### src/rtl/instr_fetch_stage.sv
// Instruction fetch stage: owns the PC, issues one memory request at a time and
// feeds a registered IF/ID stage with decode stall and execute redirect/flush.
module instr_fetch_stage #(
    parameter int unsigned          WORD_SIZE    = 32,
    parameter logic [WORD_SIZE-1:0] RESET_VECTOR = '0
) (
    input  logic                 clk,
    input  logic                 reset,
    output logic                 IMemReq,
    output logic [WORD_SIZE-1:0] IMemAddr,
    input  logic                 IMemReady,
    input  logic                 IMemValid,
    input  logic [WORD_SIZE-1:0] IMemRData,
    input  logic                 Stall,
    input  logic                 Redirect,
    input  logic [WORD_SIZE-1:0] RedirectPC,
    output logic                 ValidD,
    output logic [WORD_SIZE-1:0] InstrD,
    output logic [WORD_SIZE-1:0] PCD,
    output logic [WORD_SIZE-1:0] PCPlus4D
);

    typedef enum logic [1:0] {
        ST_REQ,
        ST_WAIT,
        ST_HOLD,
        ST_DROP
    } state_t;

    state_t               state;
    logic [WORD_SIZE-1:0] pc;
    logic [WORD_SIZE-1:0] hold;
    logic [WORD_SIZE-1:0] pc_plus4;
    logic [WORD_SIZE-1:0] redirect_pc;
    logic                 accept;
    logic                 load_ok;
    logic                 redirect_lsb_unused;

    assign pc_plus4            = pc + WORD_SIZE'(4);
    assign redirect_pc         = {RedirectPC[WORD_SIZE-1:2], 2'b00};
    assign redirect_lsb_unused = ^RedirectPC[1:0];
    assign load_ok             = !ValidD || !Stall;
    assign accept              = IMemReq && IMemReady;
    assign IMemAddr            = pc;

    // NOTE: the request is a decode of the state gated by reset, so it drops the
    // instant reset asserts rather than one edge later as a separate flop would.
    assign IMemReq = reset && (state == ST_REQ);

    always_ff @(posedge clk or negedge reset) begin
        if (!reset) begin
            state    <= ST_REQ;
            pc       <= RESET_VECTOR;
            hold     <= '0;
            ValidD   <= 1'b0;
            InstrD   <= '0;
            PCD      <= '0;
            PCPlus4D <= '0;
        end else begin
            if (ValidD && !Stall) begin
                ValidD <= 1'b0;
            end

            case (state)
                ST_REQ: begin
                    if (Redirect) begin
                        pc <= redirect_pc;
                    end
                    if (accept) begin
                        state <= Redirect ? ST_DROP : ST_WAIT;
                    end
                end

                ST_WAIT: begin
                    if (Redirect) begin
                        pc    <= redirect_pc;
                        state <= IMemValid ? ST_REQ : ST_DROP;
                    end else if (IMemValid) begin
                        if (load_ok) begin
                            InstrD   <= IMemRData;
                            PCD      <= pc;
                            PCPlus4D <= pc_plus4;
                            ValidD   <= 1'b1;
                            pc       <= pc_plus4;
                            state    <= ST_REQ;
                        end else begin
                            hold  <= IMemRData;
                            state <= ST_HOLD;
                        end
                    end
                end

                ST_HOLD: begin
                    if (Redirect) begin
                        pc    <= redirect_pc;
                        state <= ST_REQ;
                    end else if (load_ok) begin
                        InstrD   <= hold;
                        PCD      <= pc;
                        PCPlus4D <= pc_plus4;
                        ValidD   <= 1'b1;
                        pc       <= pc_plus4;
                        state    <= ST_REQ;
                    end
                end

                ST_DROP: begin
                    // The stale response still owed by memory must be swallowed here.
                    if (Redirect) begin
                        pc <= redirect_pc;
                    end
                    if (IMemValid) begin
                        state <= ST_REQ;
                    end
                end

                default: state <= ST_REQ;
            endcase

            // NOTE: with non-blocking assignments the last one in the block wins,
            // so placing the flush here lets it override any load made above.
            if (Redirect) begin
                ValidD <= 1'b0;
            end
        end
    end

endmodule

### config.mk
export PLATFORM = sky130hd
export DESIGN_NAME = instr_fetch_stage
export DESIGN_NICKNAME = d
export VERILOG_FILES = /design/src/rtl/instr_fetch_stage.sv
export SDC_FILE = /design/constraint.sdc
export NUM_CORES = 1
export LEC_CHECK = 0
export ABC_AREA = 1
export BUFFER_PORTS_ARGS = -buffer_cell sky130_fd_sc_hd__buf_2
export CAP_MARGIN = 20
export CORE_UTILIZATION = 58
export CTS_BUF_LIST = sky130_fd_sc_hd__clkbuf_16
export CTS_CLUSTER_SIZE = 30
export DETAILED_ROUTE_END_ITERATION = 10
export PLACE_DENSITY_LB_ADDON = 0.25
export SLEW_MARGIN = 20
export SYNTH_ARGS = -nofsm -noshare
export SYNTH_HDL_FRONTEND = slang
export SYNTH_SLANG_ARGS = --single-unit
### constraint.sdc
create_clock -name clk -period 2.8 [get_ports clk]
set_input_delay 0.7 -clock clk [delete_from_list [all_inputs] [get_ports clk]]
set_output_delay 0.7 -clock clk [all_outputs]
set_load 0.02 [all_outputs]
==> impl_metrics.toml <==
[outcome]
status = "complete, no violations"

[global_routing]
grt_pass1_vias = 6710
grt_max_degree = 158
overflow = 0
grt_usage = 0.293
grt_antenna_before_repair = 0
grt_pass1_wl_um = 32500

[timing]
maxSlewHeadroom = 0.459
hold_viol_final = 0
fin_skew_ps = 8.05
whs_ps = 457
period_minus_slack_ps = 2160
worst_slew_pin_slew_ps = 812
fmax_mhz = 462
setup_viol = 0
post-route-period-util = 0.773
drv_slew = 0
rsz0062_at_grt = "false"
finalSetupTns_ps = 0

[die]
fp-row-count = 42
die-area_mm2 = 0.0143
io_pins = 200
initial_core_util = 0.602
die_x_um = 120
die_y_um = 120
coreArea_mm2 = 0.0133

[clock_network]
cts_resized = 0
clock_path_buffers = 2
hold_buffers = 0
cts_setup_buffers = 0
cts_num_sinks = 157
root_buffer = "clkbuf_16"
cts_buffers = 17
clk_latency_ps = 430
cts.clk_slew.worst_paths_ps = 70
cts_tree = "built"
cts-htree-levels = 4

[worst_setup_path]
cp_max_fo = 5
startpoint_type = "flip-flop"
crit_type = "reg2out"
required_ps = 2100
cp.arrival_ps = 1460
worstSetupEndpointType = "output port"

[placed_design]
dp_cells = 1344
place.gp.congestion = 0.941
dp_hpwl_um = 13600
placed_area_mm2 = 0.00898
io_buffers = 191

[cells_and_area]
fin_cells = 1376
stdcell_area_mm2 = 0.00965
fill_cells = 1082
nets = 1264
diodes = 0
area_growth_pct = 20.1
drive_gt1_frac = 0.268

[power_and_ir_drop]
power.density_mw_per_mm2 = 1390
pwr-share-seq = 0.315
pwr-share-comb = 0.489
p_sw_frac = 0.466
p_leak_uw = 0.00499
switchingPower_uw = 6240
power.internal_uw = 7150
vdd_drop_max_mv = 0.745
clockPowerShare = 0.197

[synthesis]
synth_seq_cells = 157
synth_area_mm2 = 0.00803
synth-edff-count = 0
yosysWarningCount = 0
syn_inst = 1013
yosysSeqAreaShare = 0.489
avgSynthCellArea_um2 = 7.93
synthArstFlopShare = 1.00
synth.distinct_cells = 34
ys.flop_type = "dfrtp_1"

[drt]
vias = 7123
post-route-drc-count = 0
wire_per_inst_um = 14.4
drtIter0Drc = 539
first_pass_iters = 5
drtAntennaViolNets = 0
wirelength_um = 19800
vias_per_cell = 5.18

[worst_hold_path]
hold_path.class = "in2async"

[flow_run]
cap_violations = 0
==> cell usage in the layout (no fill, tap or decap), drive strengths merged <==
cell        n
a21oi      21
a22oi       2
a31oi      11
buf       200
bufinv      6
clkbuf     17
clkinv      7
clkinvlp    2
conb        6
dfrtp     157
ha          7
inv       112
nand2     358
nand3      30
nand3b      1
nand4       1
nor2      103
nor3        2
o2111ai     1
o21a        1
o21ai     144
o22ai       3
xor2        8
==> cell type report <==
type,instances,area [µm²],share of cell area
Clock buffer,17,425,0.0441
Inverter,112,423,0.0438
Multi-Input combinational cell,699,3340,0.346
Clock inverter,15,244,0.0253
Tap cell,176,220,0.0228
Timing Repair Buffer,200,1070,0.111
Sequential cell,157,3930,0.407
==> per-stage QoR <==
| stage | worst slack [ps] | total power, µW | utilization |
|---|---|---|---|
| final | 636 | 13400 | 0.723 |
| after global routing | 508 | 14400 | 0.723 |
| after CTS | 625 | 13400 | 0.723 |
| after detailed placement | 677 | 10800 | 0.672 |
| after global placement | 701 | 10600 | 0.672 |
| after floorplan | 1110 | 9110 | - |
==> power by group through the flow <==
stage / clock network (µW) / logic, µW / registers (µW)
after CTS: 2650 / 6590 / 4200
after global routing: 2750 / 7270 / 4340
after global placement: 0 / 6380 / 4190
final: 2630 / 6540 / 4220
after detailed placement: 0 / 6530 / 4220
after floorplan: 0 / 4000 / 5120
==> cell families (layout without fill, tap and decap cells) <==
group,count (synthesis),count (layout),share of synthesized area
xor+xnor,8,8,0.00873
other cells,1,6,0.000467
fa+ha+maj,7,7,0.0109
compound gates,183,183,0.141
buf+inv,162,344,0.0992
simple gates,495,495,0.250
flops,157,157,0.489
==> registers in the layout (all words and copies together) (netlist names) <==
name / count
ValidD: 1
hold: 32
InstrD: 32
IMemAddr: 30
state: 2
PCD: 30
PCPlus4D: 30
==> cell usage after synthesis, types with 3 or more instances <==
cell type	number	share of area
nand2_1	333	0.16
dfrtp_1	157	0.49
inv_1	106	0.050
nor2_1	92	0.043
o21ai_0	78	0.049
o21ai_2	46	0.050
nand3_1	30	0.019
nand2_2	25	0.019
a21oi_1	21	0.013
o21ai_1	20	0.012
buf_2	13	0.0081
buf_6	13	0.018
a31oi_1	10	0.0078
buf_4	10	0.0093
clkbuf_1	9	0.0042
nor2_2	8	0.0062
xor2_1	8	0.0087
ha_1	7	0.011
inv_2	4	0.0019
buf_8	3	0.0056
nor2_4	3	0.0042
o22ai_1	3	0.0023
==> critical path, stage by stage, from the launching register on <==
cell and delay (ps):
dfrtp_1 400, inv_1 160, ha_1 220, nand2_1 60, inv_1 40, buf_2 150
==> final timing paths <==
path / start / to / slack, ps / cells after the start
max: state[0] / IMemReq / 640 / 5
min: reset / PCD[7] / 460 / 2
max reg2reg: state[0] / PCD[10] / 680 / 9
min reg2reg: PCPlus4D[25] / PCPlus4D[25] / 470 / 2
max in group asynchronous: reset / hold[14] / 1770 / 2
min in group clk: PCPlus4D[25] / PCPlus4D[25] / 470 / 2
==> layer usage <==
metal | routed length, µm | global-route usage
met1 | 8210 | 0.363
met2 | 9560 | 0.485
met3 | 1460 | 0.0760
met4 | 570 | 0.127
met5 | 0 | 0
(Power assumes the default switching activity.)
